$ cat src/rtl/kf_pad_serdes.sv
// Lane-serialising pad bridge for kf_top.
// Inbound beats build data/ROM words; core results leave as beats.
module kf_pad_serdes #(
  parameter int DATA_W  = 24,
  parameter int LANE_W  = 8,
  parameter int ROM_AW  = 8,
  parameter int ROM_DW  = 16,
  parameter int TIMEOUT = 15
) (
  input  logic              clk,
  input  logic              rst_n,
  input  logic              pad_in_valid,
  input  logic              pad_in_sel,
  input  logic [LANE_W-1:0] pad_in_data,
  output logic              pad_in_err,
  output logic [DATA_W-1:0] DATA_IN,
  output logic              data_valid,
  output logic              rom_we,
  output logic [ROM_AW-1:0] rom_waddr,
  output logic [ROM_DW-1:0] rom_wdata,
  input  logic [DATA_W-1:0] DATA_OUT,
  input  logic              READY,
  output logic [LANE_W-1:0] pad_out_data,
  output logic              pad_out_valid,
  output logic              pad_out_last,
  output logic              pad_out_ovf
);

  localparam int RW   = ROM_AW + ROM_DW;
  localparam int BD   = DATA_W / LANE_W;
  localparam int BR   = RW / LANE_W;
  localparam int MAXB = (BD > BR) ? BD : BR;
  localparam int MAXW = MAXB * LANE_W;
  localparam int CW   = (MAXB > 1) ? $clog2(MAXB) : 1;
  localparam int TW   = (BD > 1) ? $clog2(BD) : 1;
  localparam int IW   = $clog2(TIMEOUT + 1);

  if ((DATA_W % LANE_W) != 0) begin : g_bad_data_w
    $error("DATA_W must be a multiple of LANE_W");
  end
  if ((RW % LANE_W) != 0) begin : g_bad_rom_w
    $error("ROM_AW+ROM_DW must be a multiple of LANE_W");
  end
  if (TIMEOUT < 1) begin : g_bad_timeout
    $error("TIMEOUT must be at least 1");
  end

  typedef enum logic {
    S_IDLE,
    S_COLLECT
  } state_t;

  state_t          state_q, state_d;
  logic            sel_q, sel_d;
  logic [CW-1:0]   cnt_q, cnt_d;
  logic [IW-1:0]   idle_q, idle_d;
  logic [MAXW-1:0] asm_q, asm_d;
  logic            sel_eff;
  logic [CW-1:0]   len_m1;
  logic            done;
  logic            done_data;
  logic            done_rom;
  logic            abort;

  // Frame type is only taken from the first beat.
  assign sel_eff = (state_q == S_IDLE) ? pad_in_sel : sel_q;
  assign len_m1  = sel_eff ? CW'(BR - 1) : CW'(BD - 1);

  always_comb begin
    state_d = state_q;
    sel_d   = sel_q;
    cnt_d   = cnt_q;
    idle_d  = idle_q;
    asm_d   = asm_q;
    done    = 1'b0;
    abort   = 1'b0;
    unique case (state_q)
      S_IDLE: begin
        if (pad_in_valid) begin
          sel_d                = pad_in_sel;
          asm_d                = '0;
          asm_d[LANE_W-1:0]    = pad_in_data;
          idle_d               = '0;
          if (len_m1 == '0) begin
            done  = 1'b1;
            cnt_d = '0;
          end else begin
            cnt_d   = CW'(1);
            state_d = S_COLLECT;
          end
        end
      end
      S_COLLECT: begin
        if (pad_in_valid) begin
          asm_d[cnt_q*LANE_W +: LANE_W] = pad_in_data;
          idle_d = '0;
          if (cnt_q == len_m1) begin
            done    = 1'b1;
            cnt_d   = '0;
            state_d = S_IDLE;
          end else begin
            cnt_d = cnt_q + 1'b1;
          end
        end else if (idle_q == IW'(TIMEOUT - 1)) begin
          abort   = 1'b1;
          cnt_d   = '0;
          idle_d  = '0;
          state_d = S_IDLE;
        end else begin
          idle_d = idle_q + 1'b1;
        end
      end
      default: state_d = S_IDLE;
    endcase
  end

  assign done_data = done & ~sel_eff;
  assign done_rom  = done & sel_eff;

  always_ff @(posedge clk or negedge rst_n) begin
    if (!rst_n) begin
      state_q    <= S_IDLE;
      sel_q      <= 1'b0;
      cnt_q      <= '0;
      idle_q     <= '0;
      asm_q      <= '0;
      DATA_IN    <= '0;
      data_valid <= 1'b0;
      rom_we     <= 1'b0;
      rom_waddr  <= '0;
      rom_wdata  <= '0;
      pad_in_err <= 1'b0;
    end else begin
      state_q    <= state_d;
      sel_q      <= sel_d;
      cnt_q      <= cnt_d;
      idle_q     <= idle_d;
      asm_q      <= asm_d;
      data_valid <= done_data;
      rom_we     <= done_rom;
      pad_in_err <= abort;
      if (done_data) begin
        DATA_IN <= asm_d[DATA_W-1:0];
      end
      if (done_rom) begin
        rom_waddr <= asm_d[ROM_AW-1:0];
        rom_wdata <= asm_d[RW-1:ROM_AW];
      end
    end
  end

  logic              ready_q;
  logic              tx_busy;
  logic [TW-1:0]     tx_cnt;
  logic [DATA_W-1:0] tx_sh;
  logic              rise;
  logic              tx_last;

  assign rise    = READY & ~ready_q;
  assign tx_last = tx_busy && (tx_cnt == TW'(BD - 1));

  always_ff @(posedge clk or negedge rst_n) begin
    if (!rst_n) begin
      ready_q     <= 1'b0;
      tx_busy     <= 1'b0;
      tx_cnt      <= '0;
      tx_sh       <= '0;
      pad_out_ovf <= 1'b0;
    end else begin
      ready_q <= READY;
      if (tx_busy) begin
        tx_sh <= tx_sh >> LANE_W;
        if (tx_last) begin
          tx_busy <= 1'b0;
          tx_cnt  <= '0;
        end else begin
          tx_cnt <= tx_cnt + 1'b1;
        end
        // Busy includes the last-beat cycle: the result is lost.
        if (rise) begin
          pad_out_ovf <= 1'b1;
        end
      end else if (rise) begin
        tx_busy <= 1'b1;
        tx_cnt  <= '0;
        tx_sh   <= DATA_OUT;
      end
    end
  end

  assign pad_out_valid = tx_busy;
  assign pad_out_last  = tx_last;
  assign pad_out_data  = tx_busy ? tx_sh[LANE_W-1:0] : '0;

endmodule

$ cat config.mk
export PLATFORM = sky130hd
export DESIGN_NAME = kf_pad_serdes
export DESIGN_NICKNAME = d
export VERILOG_FILES = /design/src/rtl/kf_pad_serdes.sv
export SDC_FILE = /design/constraint.sdc
export NUM_CORES = 1
export LEC_CHECK = 0
export CORE_MARGIN = 1.5
export CORE_UTILIZATION = 34
export CTS_CLUSTER_DIAMETER = 200
export DETAILED_ROUTE_END_ITERATION = 8
export SYNTH_ARGS = -nofsm -noshare
export SYNTH_HDL_FRONTEND = slang
export SYNTH_SLANG_ARGS = --single-unit
$ cat constraint.sdc
create_clock -name clk -period 5.65 [get_ports clk]
set_clock_uncertainty 0.1 [all_clocks]
set_input_delay 1.4125 -clock clk [delete_from_list [all_inputs] [get_ports clk]]
set_output_delay 1.4125 -clock clk [all_outputs]
set_load 0.01 [all_outputs]
==> flow_summary_export.csv, run 1 <==
group,metric,value,unit
floorplanning,row_count,41,
power,combPwrFrac,33.8,%
timing,setup_tns,0,ns
synth,synthCells,428,
timing,final.period_utilization,62.3,%
floorplanning,dieArea,13500,sq um
place,gp_congestion,0.808,
timing,rsz0062_at_grt,"no",
synth,synthAdderAreaFrac,1.72,%
route,firstDrtPassIters,4,
route,vias,3475,
place,postPlaceCellArea,5460,sq um
final_layout,postLayoutCellArea,5750,sq um
clocking,clk_transition_reported_paths,0.06,ns
synth,synth-compound-area-share,16.1,%
final_layout,area_growth,31.6,%
outcome,outcome,"finished clean",
setup_path,critical_path_required,4.14,ns
power,ir_drop,0.000241,V
clocking,cts_buffers,9,
clocking,cts-root-buf,"clkbuf_16",
final_layout,mostFrequentLayoutCells,"dfrtp_1, clkdlybuf4s50_1, nand2_1, o21ai_0, nor2_1",
clocking,cts_htree_levels,3,
synth,yosysTopAreaCellShare,59.6,%
floorplanning,ios,99,
final_layout,fin_nets,556,
clocking,cts_sinks,104,
route,antenna_left,0,
setup_path,worstPathMaxFanout,30,
timing,max_freq,284,MHz
timing,finalMaxSlewViolations,0,
clocking,cts_tree,"yes",
power,p_switching,0.869,mW
route,drc,0,
synth,synth.area.mux_share,3.93,%
synth,synth_area_leader_cell,"dfrtp_1",
setup_path,crit_start,"pad_out_valid$_DFF_PN0_",
floorplanning,die_h,116,um
synth,netlist_area,4370,sq um
power,internal-power,1.74,mW
min_path,min_path_type,"flip-flop to flip-flop",
timing,tightest_slew,1.03,ns
synth,yosys_warnings,0,
power,p_leak,2.48,nW
synth,synth_top_family_by_area,"compound AO/OA/AOI/OAI gates",
floorplanning,core,12600,sq um
setup_path,worstPathArrival,2.01,ns
setup_path,critical_path_class,"flip-flop to primary output",
timing,relSlewSlack,31.2,%
power,p_seq_share,42.9,%
clocking,post-cts-setup-buffers,0,
final_layout,drive_above_1_share,5.03,%
route,drt-vias-per-instance,5.04,
synth,synth_seq_cells,104,
clocking,ctsLongestPathBuffers,2,
timing,period_minus_slack,3.52,ns
min_path,worstHoldStart,"pad_out_ovf$_DFFE_PN0P_",
synth,yosys.area_share.simple,14.8,%
synth,syn_avg_cell_area,10.2,sq um
power,power_switching_share,33.3,%
setup_path,r2r_setup_slack,3.22,ns
synth,syn_nets,471,
run,drv_cap,0,
setup_path,endpoint_kind,"primary output",
global_routing,grt_max_degree,63,
global_routing,grt_antenna_before_repair,0,
route,wl_per_cell,15.8,um
route,first_iter_violations,224,
floorplanning,initial_core_util,34.7,%
setup_path,start_kind,"flip-flop",
timing,setup_viol,0,
global_routing,grt_pass1_wl,17.6,mm
power,clkPwrFrac,23.3,%
setup_path,reg2reg_from,"cnt_q[0]$_DFFE_PN0P_",
synth,yosysUniqueCellTypes,38,
clocking,cts_resized,0,
synth,ys_seq_area_share,59.6,%
clocking,insertion_delay,0.34,ns
place,dp_hpwl,7.45,mm
global_routing,globalRouteTotalUtil,16.8,%
final_layout,diodes,0,
global_routing,grt_pass1_vias,3376,
clocking,cts_hold_buf,0,
timing,hold_viol,0,
place,port_buffers,98,
floorplanning,die_width,116,um
synth,ys_top_cells_by_area,"dfrtp_1, o21ai_0, nand2_1, mux2i_1, a31oi_1",
global_routing,grt_overflow_total,0,
synth,synth-xor-area-share,0,%
final_layout,final_common_cell,"dfrtp_1",
power,power_density,454,nW/um^2
route,routed_wl,10.9,mm
[cells in the mapped netlist, drive strengths merged]
library cell / instances
a32oi: 8
buf: 13
dfrtp: 104
nand2b: 1
a21o: 1
or3: 1
and4bb: 1
a22oi: 1
mux2: 1
nand4: 2
nor3: 1
ha: 6
nand3: 19
nor2: 21
nand2: 78
or4: 1
nor2b: 5
and3: 1
a22o: 9
and2: 9
mux2i: 16
a32o: 1
clkbuf: 16
inv: 7
a21oi: 17
a31oi: 16
o21ai: 66
and3b: 1
clkinv: 2
nor3b: 1
o21a: 1
nand4b: 1
[power groups by stage]
stage,clock [mW],sequential (mW),combinational (mW)
after floorplan,0,1.13,0.473
after global placement,0,1.12,0.871
after detailed placement,0,1.14,0.888
after CTS,0.630,1.12,0.890
after global routing,0.655,1.15,0.979
final,0.608,1.12,0.882
[metrics by stage]
step / worst slack, ns / util, % / hold WS, ns / total power, mW / std cells
global route: 1.95 / 45.7 / 0.384 / 2.78 / 689
floorplan: 3.06 / - / 0.353 / 1.60 / 428
global placement: 1.86 / 43.4 / 0.342 / 1.99 / 674
CTS: 2.09 / 45.7 / 0.365 / 2.64 / 689
finish: 2.13 / 45.7 / 0.364 / 2.61 / 689
detailed placement: 1.83 / 43.4 / 0.351 / 2.02 / 674
[state kept, by name (all words and copies together) (netlist names)]
signal,flops
DATA_IN,24
tx_sh,24
asm_q,16
rom_wdata,16
rom_waddr,8
idle_q,4
cnt_q,2
tx_cnt,2
data_valid,1
pad_in_err,1
pad_out_ovf,1
pad_out_valid,1
ready_q,1
rom_we,1
sel_q,1
state_q,1
[metal layers]
metal	up-vias	part of all wire [%]	track usage, %	wire (um)
li1	1650	-	-	-
met1	1708	46	22.7	5030
met2	110	47	27.1	5070
met3	7	6.3	5.03	686
met4	0	0.68	3.41	74
met5	-	0	0	0
[logic make-up (layout without fill, tap and decap cells)]
family | Yosys count | after routing
DFF | 104 | 104
buffers and inverters | 38 | 127
muxes | 17 | 17
and+or+nand+nor | 143 | 143
AOI/OAI and AO/OA | 120 | 120
adders and majority gates | 6 | 6
[worst max-delay path, cell delays in order, from the launching register on]
cell and delay [ns]:
dfrtp_1 0.84, nand2_1 0.11, nor2_1 0.15, clkdlybuf4s50_1 0.57
[path summary, 6_finish.rpt]
kind | to | cells past startpoint
max reg2reg | asm_q[10]$_DFF_PN0_ | 5
max | pad_out_last | 3
max in group asynchronous | state_q$_DFF_PN0_ | 2
min | pad_out_ovf$_DFFE_PN0P_ | 1
min reg2reg | pad_out_ovf$_DFFE_PN0P_ | 1
min in group asynchronous | tx_sh[3]$_DFFE_PN0P_ | 1
[layout make-up]
| cell class | instances | area, sq um |
|---|---|---|
| Inverter | 9 | 33.8 |
| Timing Repair Buffer | 103 | 1020 |
| Clock inverter | 4 | 45.0 |
| Sequential cell | 104 | 2600 |
| Multi-Input combinational cell | 286 | 1590 |
| Tap cell | 172 | 215 |
| Clock buffer | 11 | 243 |
| Fill cell | 1224 | 6820 |
No activity file was read; power rests on OpenSTA's default activity.
==> run 2: changes to the inputs <==
- clock period: 5.65 -> 3.7 ns (I/O delays scaled with it)
==> run 2 against run 1 <==
Compared with the run above:
- global-route usage fell by 0.29 points
- largest power group unchanged
- combinational power rose by 52%
- total power rose by 52%
- via count fell by 1.4%
==> flow_summary_export.csv, run 2 (synthesis gave the netlist of run 1 again) <==
group,metric,value,unit
outcome,outcome,"finished clean",
global_routing,grt_max_degree,49,
power,p_leak,2.50,nW
final_layout,diodes,0,
place,dp_hpwl,7.40,mm
route,drt-vias-per-instance,4.94,
timing,max_freq,320,MHz
timing,period_minus_slack,3.13,ns
clocking,insertion_delay,0.34,ns
global_routing,grt_pass1_wl,17.3,mm
timing,setup_tns,0,ns
setup_path,worstPathMaxFanout,34,
timing,hold_viol,0,
route,routed_wl,10.6,mm
final_layout,final_util,46.0,%
timing,tightest_slew,0.875,ns
setup_path,critical_path_class,"flip-flop to primary output",
power,ir_drop,0.000295,V
setup_path,critical_path_required,2.67,ns
clocking,cts_htree_levels,3,
timing,relSlewSlack,41.6,%
setup_path,crit_path_max_incr_delay,0.91,ns
setup_path,reg2reg_from,"cnt_q[0]$_DFFE_PN0P_",
setup_path,start_kind,"flip-flop",
clocking,cts_sinks,104,
timing,finalMaxSlewViolations,0,
floorplanning,initial_core_util,34.7,%
global_routing,globalRouteTotalUtil,16.5,%
setup_path,path_cells,"nand2_1 > nor2_1 > clkdlybuf4s50_1",
setup_path,slowest_stage,"dfrtp_1",
clocking,clk_transition_reported_paths,0.06,ns
global_routing,grt_antenna_before_repair,0,
clocking,cts-root-buf,"clkbuf_16",
clocking,post-cts-setup-buffers,0,
route,drc,0,
setup_path,r2r-end,"asm_q[2]$_DFF_PN0_",
floorplanning,row_count,41,
clocking,cts_hold_buf,0,
route,vias,3425,
floorplanning,dieArea,13500,sq um
run,drv_cap,0,
setup_path,endpoint_kind,"primary output",
final_layout,area_growth,32.3,%
min_path,worstHoldStart,"pad_out_ovf$_DFFE_PN0P_",
place,port_buffers,98,
global_routing,grt_pass1_vias,3392,
place,pre_cts_ws,0.733,ns
clocking,cts_resized,0,
timing,rsz0062_at_grt,"no",
power,power_density,688,nW/um^2
setup_path,worstPathArrival,2.10,ns
timing,final.period_utilization,84.5,%
route,wl_per_cell,15.3,um
route,antenna_left,0,
power,finalPower,3.97,mW
floorplanning,core,12600,sq um
final_layout,fin_nets,560,
floorplanning,ios,99,
timing,setup_viol,0,
min_path,worstHoldPathCells,1,
floorplanning,die_width,116,um
clocking,cts_buffers,9,
min_path,hold_end,"pad_out_ovf$_DFFE_PN0P_",
final_layout,drive_above_1_share,5.75,%
clocking,cts_tree,"yes",
route,firstDrtPassIters,5,
global_routing,grt_overflow_total,0,
place,gp_congestion,0.749,
timing,fin_ws,0.572,ns
final_layout,mostFrequentLayoutCells,"dfrtp_1, clkdlybuf4s50_1, nand2_1, o21ai_0, nor2_1",
route,first_iter_violations,202,
setup_path,r2r_setup_slack,1.69,ns
clocking,ctsLongestPathBuffers,2,
setup_path,ff2ff_path_depth,5,
min_path,min_path_type,"flip-flop to flip-flop",
final_layout,top_regs,"DATA_IN (24), tx_sh (24)",
floorplanning,die_h,116,um
final_layout,final_common_cell,"dfrtp_1",
run 2: cell types whose count changed in the layout (fill, tap and decap cells not counted), sizes merged:
cell      change
bufinv        -1
buf           +4
clkinvlp      +1
clkbuf        +3
clkinv        -2
run 2: through the flow:
| stage | instances | hold WS, ns | area (sq um) |
|---|---|---|---|
| 4_1_cts | 694 | 0.362 | 5780 |
| 3_3_place_gp | 678 | 0.345 | 5490 |
| 3_5_place_dp | 678 | 0.347 | 5490 |
| 2_1_floorplan | 428 | 0.353 | 4370 |
| 5_1_grt | 694 | 0.372 | 5780 |
| 6_report | 694 | 0.358 | 5780 |
run 2: power by group:
group,leakage (nW),switching [mW],internal (mW)
logic,0.978,0.675,0.665
registers,1.38,0.242,1.47
clock network,0.139,0.407,0.511
run 2: worst max-delay path: cells and delay by family (launching register included):
| kind | cells | cell delay (ns) |
|---|---|---|
| AND/OR/NAND/NOR | 2 | 0.26 |
| buffers and inverters | 1 | 0.57 |
| flip-flops | 1 | 0.91 |
run 2: metal layers:
| layer | wire (um) | vias up | global-route usage (%) |
|---|---|---|---|
| li1 | - | 1660 | - |
| met1 | 4940 | 1643 | 22.7 |
| met2 | 4810 | 107 | 25.7 |
| met3 | 670 | 15 | 3.74 |
| met4 | 185 | 0 | 6.10 |
| met5 | 0 | - | 0 |
run 2: area by class of cell:
type | count | area [sq um]
Fill cell | 1199 | 6790
Sequential cell | 104 | 2600
Multi-Input combinational cell | 286 | 1590
Timing Repair Buffer | 107 | 1050
Clock buffer | 14 | 274
Tap cell | 172 | 215
Inverter | 9 | 33.8
Clock inverter | 2 | 12.5
run 2: worst max-delay path by stage:
| stage | start | end | cells past startpoint |
|---|---|---|---|
| after floorplan | pad_out_valid$_DFF_PN0_ | pad_out_last | 4 |
| after global placement | pad_in_valid | DATA_IN[15]$_DFFE_PN0P_ | 4 |
| after detailed placement | pad_in_valid | rom_wdata[7]$_DFFE_PN0P_ | 4 |
| after CTS | pad_out_valid$_DFF_PN0_ | pad_out_last | 3 |
| after global routing | pad_out_valid$_DFF_PN0_ | pad_out_last | 3 |
| final | pad_out_valid$_DFF_PN0_ | pad_out_last | 3 |
